## src/rtl/pc_predict_if.sv

```systemverilog
// Fetch-side bus for pc_predict.
//   master : the surrounding pipeline. It drives the fetch control, the redirect
//            request and the branch-resolution training inputs, and it observes
//            the fetch address and the prediction.
//   slave  : pc_predict itself.
// Signals:
//   pc_en, redirect, redirect_pc                 fetch control / flush
//   upd_valid, upd_pc, upd_taken, upd_target     resolved-branch training
//   iaddr, btb_hit, pred_taken, pred_target      fetch address + prediction
//   mispred_cnt                                  saturating redirect counter
interface pc_predict_if;
  logic        pc_en;
  logic        redirect;
  logic [31:0] redirect_pc;
  logic        upd_valid;
  logic [31:0] upd_pc;
  logic        upd_taken;
  logic [31:0] upd_target;
  logic [31:0] iaddr;
  logic        btb_hit;
  logic        pred_taken;
  logic [31:0] pred_target;
  logic [31:0] mispred_cnt;

  modport master (
    output pc_en, redirect, redirect_pc,
    output upd_valid, upd_pc, upd_taken, upd_target,
    input  iaddr, btb_hit, pred_taken, pred_target, mispred_cnt
  );

  modport slave (
    input  pc_en, redirect, redirect_pc,
    input  upd_valid, upd_pc, upd_taken, upd_target,
    output iaddr, btb_hit, pred_taken, pred_target, mispred_cnt
  );
endinterface

```

## src/rtl/pc_predict.sv

```systemverilog
// pc_predict: fetch-stage PC with a direct-mapped BTB and per-entry saturating
// direction counters.
//   CLK   rising-edge clock
//   nRST  asynchronous active-low reset
//   bus   pc_predict_if.slave
//           in : pc_en, redirect, redirect_pc, upd_valid, upd_pc, upd_taken, upd_target
//           out: iaddr (registered), btb_hit / pred_taken / pred_target
//                (combinational lookup of iaddr), mispred_cnt
// Address split: index = addr[IDX_W+1:2], tag = addr[31:IDX_W+2].
// Lookups read the pre-edge BTB contents; no bypass from the same-cycle update.

// One BTB entry: holds valid/tag/target/ctr and applies training when selected.
module pc_predict_btb_entry #(
  parameter int TAG_W    = 26,
  parameter int CTR_BITS = 2
) (
  input  logic                CLK,
  input  logic                nRST,
  input  logic                upd_en_i,     // upd_valid and index selects this entry
  input  logic [TAG_W-1:0]    upd_tag_i,
  input  logic                upd_taken_i,
  input  logic [31:0]         upd_target_i,
  output logic                valid_o,
  output logic [TAG_W-1:0]    tag_o,
  output logic [31:0]         target_o,
  output logic [CTR_BITS-1:0] ctr_o
);
  localparam logic [CTR_BITS-1:0] CTR_MAX = '1;
  localparam logic [CTR_BITS-1:0] CTR_ONE = CTR_BITS'(1);
  // Newly allocated entries start weakly taken; reset leaves them weakly not-taken.
  localparam logic [CTR_BITS-1:0] CTR_WT  = CTR_BITS'(1 << (CTR_BITS-1));
  localparam logic [CTR_BITS-1:0] CTR_RST = CTR_BITS'((1 << (CTR_BITS-1)) - 1);

  logic                valid_q, valid_d;
  logic [TAG_W-1:0]    tag_q, tag_d;
  logic [31:0]         target_q, target_d;
  logic [CTR_BITS-1:0] ctr_q, ctr_d;
  logic                hit;

  assign hit = valid_q && (tag_q == upd_tag_i);

  always_comb begin
    valid_d  = valid_q;
    tag_d    = tag_q;
    target_d = target_q;
    ctr_d    = ctr_q;
    if (upd_en_i) begin
      if (hit) begin
        if (upd_taken_i) begin
          if (ctr_q != CTR_MAX) ctr_d = ctr_q + CTR_ONE;
          target_d = upd_target_i;
        end else if (ctr_q != '0) begin
          ctr_d = ctr_q - CTR_ONE;
        end
      end else if (upd_taken_i) begin
        // Miss and taken: allocate, replacing any aliasing entry.
        valid_d  = 1'b1;
        tag_d    = upd_tag_i;
        target_d = upd_target_i;
        ctr_d    = CTR_WT;
      end
    end
  end

  always_ff @(posedge CLK or negedge nRST) begin
    if (!nRST) begin
      valid_q  <= 1'b0;
      tag_q    <= '0;
      target_q <= '0;
      ctr_q    <= CTR_RST;
    end else begin
      valid_q  <= valid_d;
      tag_q    <= tag_d;
      target_q <= target_d;
      ctr_q    <= ctr_d;
    end
  end

  assign valid_o  = valid_q;
  assign tag_o    = tag_q;
  assign target_o = target_q;
  assign ctr_o    = ctr_q;
endmodule

module pc_predict #(
  parameter logic [31:0] PC_INIT     = 32'h0000_0000,
  parameter int          BTB_ENTRIES = 16,
  parameter int          CTR_BITS    = 2
) (
  input logic         CLK,
  input logic         nRST,
  pc_predict_if.slave bus
);
  localparam int IDX_W = $clog2(BTB_ENTRIES);
  localparam int TAG_W = 32 - IDX_W - 2;

  logic [BTB_ENTRIES-1:0]               ent_vld;
  logic [BTB_ENTRIES-1:0][TAG_W-1:0]    ent_tag;
  logic [BTB_ENTRIES-1:0][31:0]         ent_tgt;
  logic [BTB_ENTRIES-1:0][CTR_BITS-1:0] ent_ctr;

  logic [31:0]      iaddr_q, iaddr_d;
  logic [31:0]      cnt_q, cnt_d;
  logic [31:0]      seq_pc;
  logic [IDX_W-1:0] lk_idx, up_idx;
  logic [TAG_W-1:0] lk_tag, up_tag;
  logic             hit, ptaken;
  logic [31:0]      ptarget;
  logic             unused_upd_lsb;

  assign lk_idx = iaddr_q[IDX_W+1:2];
  assign lk_tag = iaddr_q[31:IDX_W+2];
  assign up_idx = bus.upd_pc[IDX_W+1:2];
  assign up_tag = bus.upd_pc[31:IDX_W+2];
  // Byte offset of the trained address carries no information.
  assign unused_upd_lsb = ^bus.upd_pc[1:0];

  generate
    for (genvar g = 0; g < BTB_ENTRIES; g++) begin : g_ent
      pc_predict_btb_entry #(
        .TAG_W    (TAG_W),
        .CTR_BITS (CTR_BITS)
      ) u_ent (
        .CLK          (CLK),
        .nRST         (nRST),
        .upd_en_i     (bus.upd_valid && (up_idx == IDX_W'(g))),
        .upd_tag_i    (up_tag),
        .upd_taken_i  (bus.upd_taken),
        .upd_target_i (bus.upd_target),
        .valid_o      (ent_vld[g]),
        .tag_o        (ent_tag[g]),
        .target_o     (ent_tgt[g]),
        .ctr_o        (ent_ctr[g])
      );
    end
  endgenerate

  // Zero-latency lookup on the registered fetch address.
  assign seq_pc  = iaddr_q + 32'd4;
  assign hit     = ent_vld[lk_idx] && (ent_tag[lk_idx] == lk_tag);
  assign ptaken  = hit && ent_ctr[lk_idx][CTR_BITS-1];
  assign ptarget = hit ? ent_tgt[lk_idx] : seq_pc;

  // Redirect beats the stall: a flush must land even while fetch is held.
  always_comb begin
    iaddr_d = iaddr_q;
    if (bus.redirect)                iaddr_d = bus.redirect_pc;
    else if (bus.pc_en && ptaken)    iaddr_d = ptarget;
    else if (bus.pc_en)              iaddr_d = seq_pc;
  end

  always_comb begin
    cnt_d = cnt_q;
    if (bus.redirect && (cnt_q != 32'hFFFF_FFFF)) cnt_d = cnt_q + 32'd1;
  end

  always_ff @(posedge CLK or negedge nRST) begin
    if (!nRST) begin
      iaddr_q <= PC_INIT;
      cnt_q   <= '0;
    end else begin
      iaddr_q <= iaddr_d;
      cnt_q   <= cnt_d;
    end
  end

  assign bus.iaddr       = iaddr_q;
  assign bus.btb_hit     = hit;
  assign bus.pred_taken  = ptaken;
  assign bus.pred_target = ptarget;
  assign bus.mispred_cnt = cnt_q;
endmodule

```

## src/flat_wrapper.sv

```systemverilog
// flat-port wrapper written by rule: the top's interface ports become plain ports
module pc_predict_flat 
#(
  parameter logic [31:0] PC_INIT     = 32'h0000_0000,
  parameter int          BTB_ENTRIES = 16,
  parameter int          CTR_BITS    = 2
)
  (CLK, nRST, bus_pc_en, bus_redirect, bus_redirect_pc, bus_upd_valid, bus_upd_pc, bus_upd_taken, bus_upd_target, bus_iaddr, bus_btb_hit, bus_pred_taken, bus_pred_target, bus_mispred_cnt);
  pc_predict_if bus_i ();
  input logic CLK;
  input logic nRST;
  input wire logic [$bits(bus_i.pc_en)-1:0] bus_pc_en;
  input wire logic [$bits(bus_i.redirect)-1:0] bus_redirect;
  input wire logic [$bits(bus_i.redirect_pc)-1:0] bus_redirect_pc;
  input wire logic [$bits(bus_i.upd_valid)-1:0] bus_upd_valid;
  input wire logic [$bits(bus_i.upd_pc)-1:0] bus_upd_pc;
  input wire logic [$bits(bus_i.upd_taken)-1:0] bus_upd_taken;
  input wire logic [$bits(bus_i.upd_target)-1:0] bus_upd_target;
  output wire logic [$bits(bus_i.iaddr)-1:0] bus_iaddr;
  output wire logic [$bits(bus_i.btb_hit)-1:0] bus_btb_hit;
  output wire logic [$bits(bus_i.pred_taken)-1:0] bus_pred_taken;
  output wire logic [$bits(bus_i.pred_target)-1:0] bus_pred_target;
  output wire logic [$bits(bus_i.mispred_cnt)-1:0] bus_mispred_cnt;
  assign bus_i.pc_en = bus_pc_en;
  assign bus_i.redirect = bus_redirect;
  assign bus_i.redirect_pc = bus_redirect_pc;
  assign bus_i.upd_valid = bus_upd_valid;
  assign bus_i.upd_pc = bus_upd_pc;
  assign bus_i.upd_taken = bus_upd_taken;
  assign bus_i.upd_target = bus_upd_target;
  assign bus_iaddr = bus_i.iaddr;
  assign bus_btb_hit = bus_i.btb_hit;
  assign bus_pred_taken = bus_i.pred_taken;
  assign bus_pred_target = bus_i.pred_target;
  assign bus_mispred_cnt = bus_i.mispred_cnt;
  pc_predict #(.PC_INIT(PC_INIT), .BTB_ENTRIES(BTB_ENTRIES), .CTR_BITS(CTR_BITS)) u_core (.CLK(CLK), .nRST(nRST), .bus(bus_i));
endmodule
```

## config.mk

```make
export PLATFORM = sky130hd
export DESIGN_NAME = pc_predict_flat
export DESIGN_NICKNAME = d
export VERILOG_FILES = /design/src/rtl/pc_predict_if.sv /design/src/rtl/pc_predict.sv /design/src/flat_wrapper.sv
export SDC_FILE = /design/constraint.sdc
export NUM_CORES = 2
export LEC_CHECK = 0
export ABC_CLOCK_PERIOD_IN_PS = 5850
export CORE_MARGIN = 2
export CORE_UTILIZATION = 30
export DETAILED_ROUTE_END_ITERATION = 10
export DONT_BUFFER_PORTS = 1
export GPL_TIMING_DRIVEN = 0
export PLACE_DENSITY = 0.47
export REMOVE_ABC_BUFFERS = 1
export SYNTH_ARGS = -nofsm -noshare
export SYNTH_HDL_FRONTEND = slang
export SYNTH_SLANG_ARGS = --single-unit
```

## constraint.sdc

```tcl
create_clock -name CLK -period 5.85 [get_ports CLK]
set_clock_uncertainty 0.1 [all_clocks]
set_input_delay 1.17 -clock CLK [delete_from_list [all_inputs] [get_ports CLK]]
set_output_delay 1.17 -clock CLK [all_outputs]
set_load 0.02 [all_outputs]
```

* Word level (Yosys, flattened, before mapping)
Cells that the tools add are included.
** Word-level totals
- Register bits :: 1040
** Operators by class
- Multiplexer cells :: 77
- $lt $le $gt $ge :: 1
- Reductions and logical operators :: 134
- Add/sub/neg operators :: 34
- Equal/unequal tests :: 65
- Bitwise operators :: 16
** Operator list (number)
- == test 26 bit :: 17
- two-way mux 32 bit :: 5
- two-way mux 2 bit :: 66
- binary-select mux 32 bit (select 4 bit) :: 1
- binary-select mux 26 bit (select 4 bit) :: 1
- nonzero test 2 bit :: 48
- AND reduction 4 bit :: 16
- inequality test 3 x 2 -> 1 bit (second input constant) :: 16
- AND reduction 3 bit :: 16
- logical AND 1 bit :: 36
- adder 2 x 1 -> 2 bit (second input constant) :: 16
- adder 32 x 1 -> 32 bit (second input constant) :: 1
- adder 32 x 3 -> 32 bit (second input constant) :: 1
- == test 4 bit (second input constant) :: 8
- inequality test 2 bit (second input constant) :: 16
- inequality test 32 bit (second input constant) :: 1
- AND reduction 2 bit :: 16
- subtractor 2 x 1 -> 2 bit (second input constant) :: 16
- two-way mux 26 bit :: 1
- == test 4 x 3 -> 1 bit (second input constant) :: 4
- inverter 1 bit :: 16
- binary-select mux 2 bit (select 4 bit) :: 1
- == test 4 x 2 -> 1 bit (second input constant) :: 2
- < comparator 4 x 5 -> 1 bit (second input constant) :: 1
- other kinds (5) :: 5

* Logic depth before layout (Yosys ltp)
- Depth in word-level cells :: 8
- Gate-level depth with buffers :: 14

* Hierarchy
Synthesis repeated with hierarchy kept, for this count alone.
** Second synthesis, totals
- Cells, all modules :: 3971
- Area, all modules :: 55031.5 um2
** By module, submodules not included
- pc_predict_btb_entry :: sequential area each 1527.7 um2, cells each 174, area an instance 2597.5 um2, times used 16
- pc_predict :: sequential area each 1601.5 um2, cells each 1187, area an instance 13471.7 um2, times used 1

* Least setup slack after synthesis
Ideal clock, no wire load.
- Kind :: register -> output
- From :: register u_core.iaddr_q[2], in the netlist u_core.bus.iaddr[2]
- To :: output bus_btb_hit
- Path slack :: 0.988 ns
- Data required time :: 4.580 ns
- Stages on the path, launching flop included :: 12
- Data arrival time :: 3.592 ns
- Path through :: dfrtp_1 -> buf_6 -> buf_12 -> buf_6 -> mux2_2 -> o22ai_1 -> nor4_1 -> a31oi_1 -> nand4b_1 -> or4_1 -> or4_1 -> nor4_1
** On the way
- Longest elaborated chain between the ends :: 4
** Ends and longest elaborated chain
- from (decl) :: RTL line pc_predict.sv:102 : logic [31:0] iaddr_q, iaddr_d;
- from (signal assigned) :: RTL line pc_predict.sv:162 : iaddr_q <= iaddr_d;
- binary-select mux 26 bit (select 4 bit) :: RTL line pc_predict.sv:140 : assign hit = ent_vld[lk_idx] && (ent_tag[lk_idx] == lk_tag);
- two-way mux 26 bit (implied by the code) :: RTL line pc_predict.sv:140
- == test 26 bit :: RTL line pc_predict.sv:140
- logical AND 1 bit * :: RTL line pc_predict.sv:140
- to (decl) :: RTL line flat_wrapper.sv:20 : output wire logic [$bits(bus_i.btb_hit)-1:0] bus_btb_hit;
Mark *: on every way between the ends. The rest lies on a longest branch, timed or not. The select of a mux whose other input is x is not followed.

* Worst setup path in the final report
- From :: register u_core.iaddr_q[3], in the netlist u_core.bus.iaddr[3]
- To :: output bus_pred_target[0]
** On the way
- Longest elaborated chain between the ends :: 5
** Ends and longest elaborated chain
- binary-select mux 26 bit (select 4 bit) :: RTL line pc_predict.sv:140
- two-way mux 26 bit (implied by the code) :: RTL line pc_predict.sv:140
- == test 26 bit :: RTL line pc_predict.sv:140
- logical AND 1 bit :: RTL line pc_predict.sv:140
- two-way mux 32 bit * :: RTL line pc_predict.sv:142 : assign ptarget = hit ? ent_tgt[lk_idx] : seq_pc;
- to (decl) :: RTL line flat_wrapper.sv:22 : output wire logic [$bits(bus_i.pred_target)-1:0] bus_pred_target;
Marked as above.

==> results.sh <==
export IMPL_cp_depth=10
export IMPL_cp_required_ns=4.58
export IMPL_cts_buffer_depth=3
export IMPL_worstMarginPinSlew_ns=1.32
export IMPL_start_util_pct=30.2
export IMPL_setup_viol=7
export IMPL_cts_sinks=1040
export IMPL_path_buf_inv=3
export IMPL_port_buffers=0
export IMPL_core_area_um2=181000
export IMPL_cts_tree="built"
export IMPL_max_cap_violations=0
export IMPL_netSwitchingPower_uw=7010
export IMPL_rows=156
export IMPL_yosys_warnings=0
export IMPL_rsz0062_at_grt="yes"
export IMPL_finalCritPeriodShare_pct=101
export IMPL_intPower_uw=15700
export IMPL_ir_drop_mv=0.277
export IMPL_fin_crit_ns=5.92
export IMPL_cts_buffers=120
export IMPL_critPathSlowestCell="mux2i_1"
export IMPL_slew_headroom_pct=11.9
export IMPL_synth_ff_type="dfrtp_1"
export IMPL_syn_area_um2=54600
export IMPL_p_seq_share_pct=43.1
export IMPL_layout_area_seq_um2=26100
export IMPL_cp_max_fo=32
export IMPL_fillers=17900
export IMPL_ant_nets=0
export IMPL_root_buffer="clkbuf_16"
export IMPL_yosys_area_top_type="dfrtp_1"
export IMPL_fin_nets=4629
export IMPL_r2r_slack_ns=1.07
export IMPL_grt_antenna_before_repair=21
export IMPL_grt_pass1_wl_um=300000
export IMPL_fin_util_pct=34.6
export IMPL_wl_met1_um=90400
export IMPL_gp_congestion=0.863
export IMPL_outcome="finished, violations left"
export IMPL_clock_fmax_mhz=169
export IMPL_dr_total_vias=38000
export IMPL_synth_top_area_share_pct=47.0
export IMPL_crit_end="bus_pred_target[0]"
export IMPL_worstHoldPathType="in -> async"
export IMPL_multi_input_area_um2=27300
export IMPL_met2_length_um=99300
export IMPL_worst_setup_path_start_kind="flop"
export IMPL_layout_drive_gt1_share_pct=28.8
export IMPL_synthCells=4677
export IMPL_violations="negative setup slack"
export IMPL_rr_startpoint="u_core.bus.iaddr[2]"
export IMPL_finalSetupTns_ns=-0.0867
export IMPL_wirelength_um=212000
export IMPL_r2r_end="u_core.bus.iaddr[15]"
export IMPL_p_clk_share_pct=34.2
export IMPL_dieArea_um2=185000
export IMPL_path_clk_slew_ns=0.06
export IMPL_vias_per_cell=5.43
export IMPL_async_flop_share_pct=100
export IMPL_power_static_leakage_uw=0.0270
export IMPL_synth_area_leaders="dfrtp_1, mux2_2, mux4_2"
export IMPL_grt_total_usage_pct=22.6
export IMPL_ff2ff_path_depth=11
export IMPL_remaining_drc_errors=0
export IMPL_clk_latency_ns=0.79
export IMPL_crit_start="u_core.bus.iaddr[3]"
export IMPL_grt_overflow_total=0
export IMPL_power_share_combinational_pct=22.7
export IMPL_routed_top_layer="met5"
export IMPL_cp_slowest_stage_delay_ns=0.68
export IMPL_h_tree_depth=3
export IMPL_drtPass1Iterations=6
export IMPL_wl_per_cell_um=30.2
export IMPL_slew_violations=0
export IMPL_cp_end_kind="primary output"
export IMPL_hpwl_um=134000
export IMPL_netlist_cell_type_count=73
export IMPL_synth_edff_count=0
export IMPL_ys_seq_elements=1040
export IMPL_die_y_um=430
export IMPL_yosysMostFrequentCell="dfrtp_1"
export IMPL_die_w_um=430
export IMPL_synth_common_cells="dfrtp_1, nand2_1, mux2_2, xnor2_1, clkbuf_1"
export IMPL_crit_chain="buf_4 -> buf_16 -> mux4_2 -> mux2i_1 -> o31a_1 -> and4_1 -> nand3_2 -> or3_4 -> buf_12 -> mux2_4"
export IMPL_synth_area_per_cell_um2=11.7
export IMPL_netSwitchingFraction_pct=30.9
export IMPL_io_pins=200
export IMPL_critPathTopFamily="multiplexers"
export IMPL_drt_iter0_markers=3349
export IMPL_finalHoldViolations=0
export IMPL_powerDensity_nw_per_um2=362
export IMPL_yosysSeqAreaShare_pct=47.7
export IMPL_area_growth_pct=14.8
export IMPL_wl_met3_um=12200
export IMPL_grt_pass1_vias=38200
export IMPL_criticalPathCategory="reg -> out"
export IMPL_setup_ws_ns=-0.0654
export IMPL_grt_start_max_net_pins=234
export IMPL_critPathArrivalTime_ns=4.65
cells in the final DEF (no fill, tap or decap), types with 20 or more instances in the layout:
| cell | count |
|---|---|
| o211ai_1 | 33 |
| buf_12 | 26 |
| o21ai_0 | 56 |
| xnor2_1 | 309 |
| clkbuf_1 | 35 |
| nand2_1 | 988 |
| mux2_2 | 654 |
| inv_1 | 20 |
| buf_4 | 22 |
| buf_16 | 36 |
| nor4_1 | 48 |
| clkbuf_8 | 30 |
| mux2i_1 | 65 |
| and4_1 | 21 |
| a21oi_1 | 57 |
| nand4_1 | 102 |
| nor3_1 | 35 |
| nor2_1 | 84 |
| mux4_2 | 251 |
| clkbuf_16 | 121 |
| nor3b_1 | 20 |
| dfrtp_1 | 1020 |
| nand3_1 | 36 |
| nor2_4 | 27 |
| xor2_1 | 192 |
| mux2_4 | 30 |
| or4_1 | 25 |
through the flow:
step | cell area (µm²) | hold slack [ns] | instances | power, µW | worst slack [ns]
floorplan | 52900 | 0.340 | 4299 | 13000 | -7.61
global placement | 55900 | 0.352 | 6669 | 14800 | -18.62
detailed placement | 57600 | 0.357 | 6726 | 14700 | -1.65
CTS | 62500 | 0.0920 | 6988 | 22800 | -0.0880
global route | 62600 | 0.114 | 7004 | 23600 | -0.0656
finish | 62600 | 0.140 | 7005 | 22700 | -0.0654
layer usage:
layer  global-route usage, %  vias to the layer above
met2                    35.9                     1199
met4                    10.5                        4
met5                       0                        -
met1                    30.2                    20300
li1                        -                    16200
met3                    3.81                      338
power by group through the flow:
stage | clock (µW) | sequential [µW] | combinational (µW)
finish | 7760 | 9780 | 5140
CTS | 7900 | 9740 | 5150
floorplan | 0 | 9580 | 3460
global route | 8170 | 9920 | 5480
global placement | 0 | 10100 | 4650
detailed placement | 0 | 9920 | 4730
flip-flops by register name, summed over array words and instances, names as in the netlist:
register,cells
u_core.bus.mispred_cnt,32
u_core.g_ent.u_ent.ctr_o,32
u_core.g_ent.u_ent.tag_o,416
u_core.g_ent.u_ent.target_o,512
u_core.g_ent.u_ent.valid_o,16
u_core.bus.iaddr,32
layout make-up:
| cell class | instances | area share [%] |
|---|---|---|
| multi-input cells | 3237 | 43.6 |
| flip-flops and latches | 1040 | 41.6 |
| clock buffers | 186 | 5.71 |
| inverters | 23 | 0.146 |
| clock inverters | 30 | 0.628 |
| well taps | 2370 | 4.74 |
| diodes | 16 | 0.0640 |
| repair buffers | 103 | 3.49 |
cells by family after synthesis:
group	Yosys count	synth area share, %
AOI/OAI and AO/OA	247	2.98
xor gates and xnor gates	504	8.09
adders and majority gates	2	0.0459
buffers and inverters	401	3.16
DFF	1040	47.7
muxes	1009	26.0
and+or+nand+nor	1474	11.9
worst min path at each step:
stage | endpoint | cells past startpoint
6_report | u_core.g_ent[11].u_ent.ctr_o[0] | 0
5_1_grt | u_core.g_ent[11].u_ent.ctr_o[0] | 0
2_1_floorplan | u_core.g_ent[10].u_ent.target_o[0] | 2
4_1_cts | u_core.g_ent[11].u_ent.ctr_o[0] | 0
3_3_place_gp | u_core.g_ent[13].u_ent.target_o[6] | 2
3_5_place_dp | u_core.g_ent[10].u_ent.target_o[26] | 2
timing repair:
item,in CTS,in global routing
resized for setup,45,1
gates cloned,14,0
buffers inserted,31,0
hold buffers,1,0
hold endpoints to repair,90,0
setup endpoints to repair,66,33
pin swaps,13,1
Power figures use the tool's default switching activity.
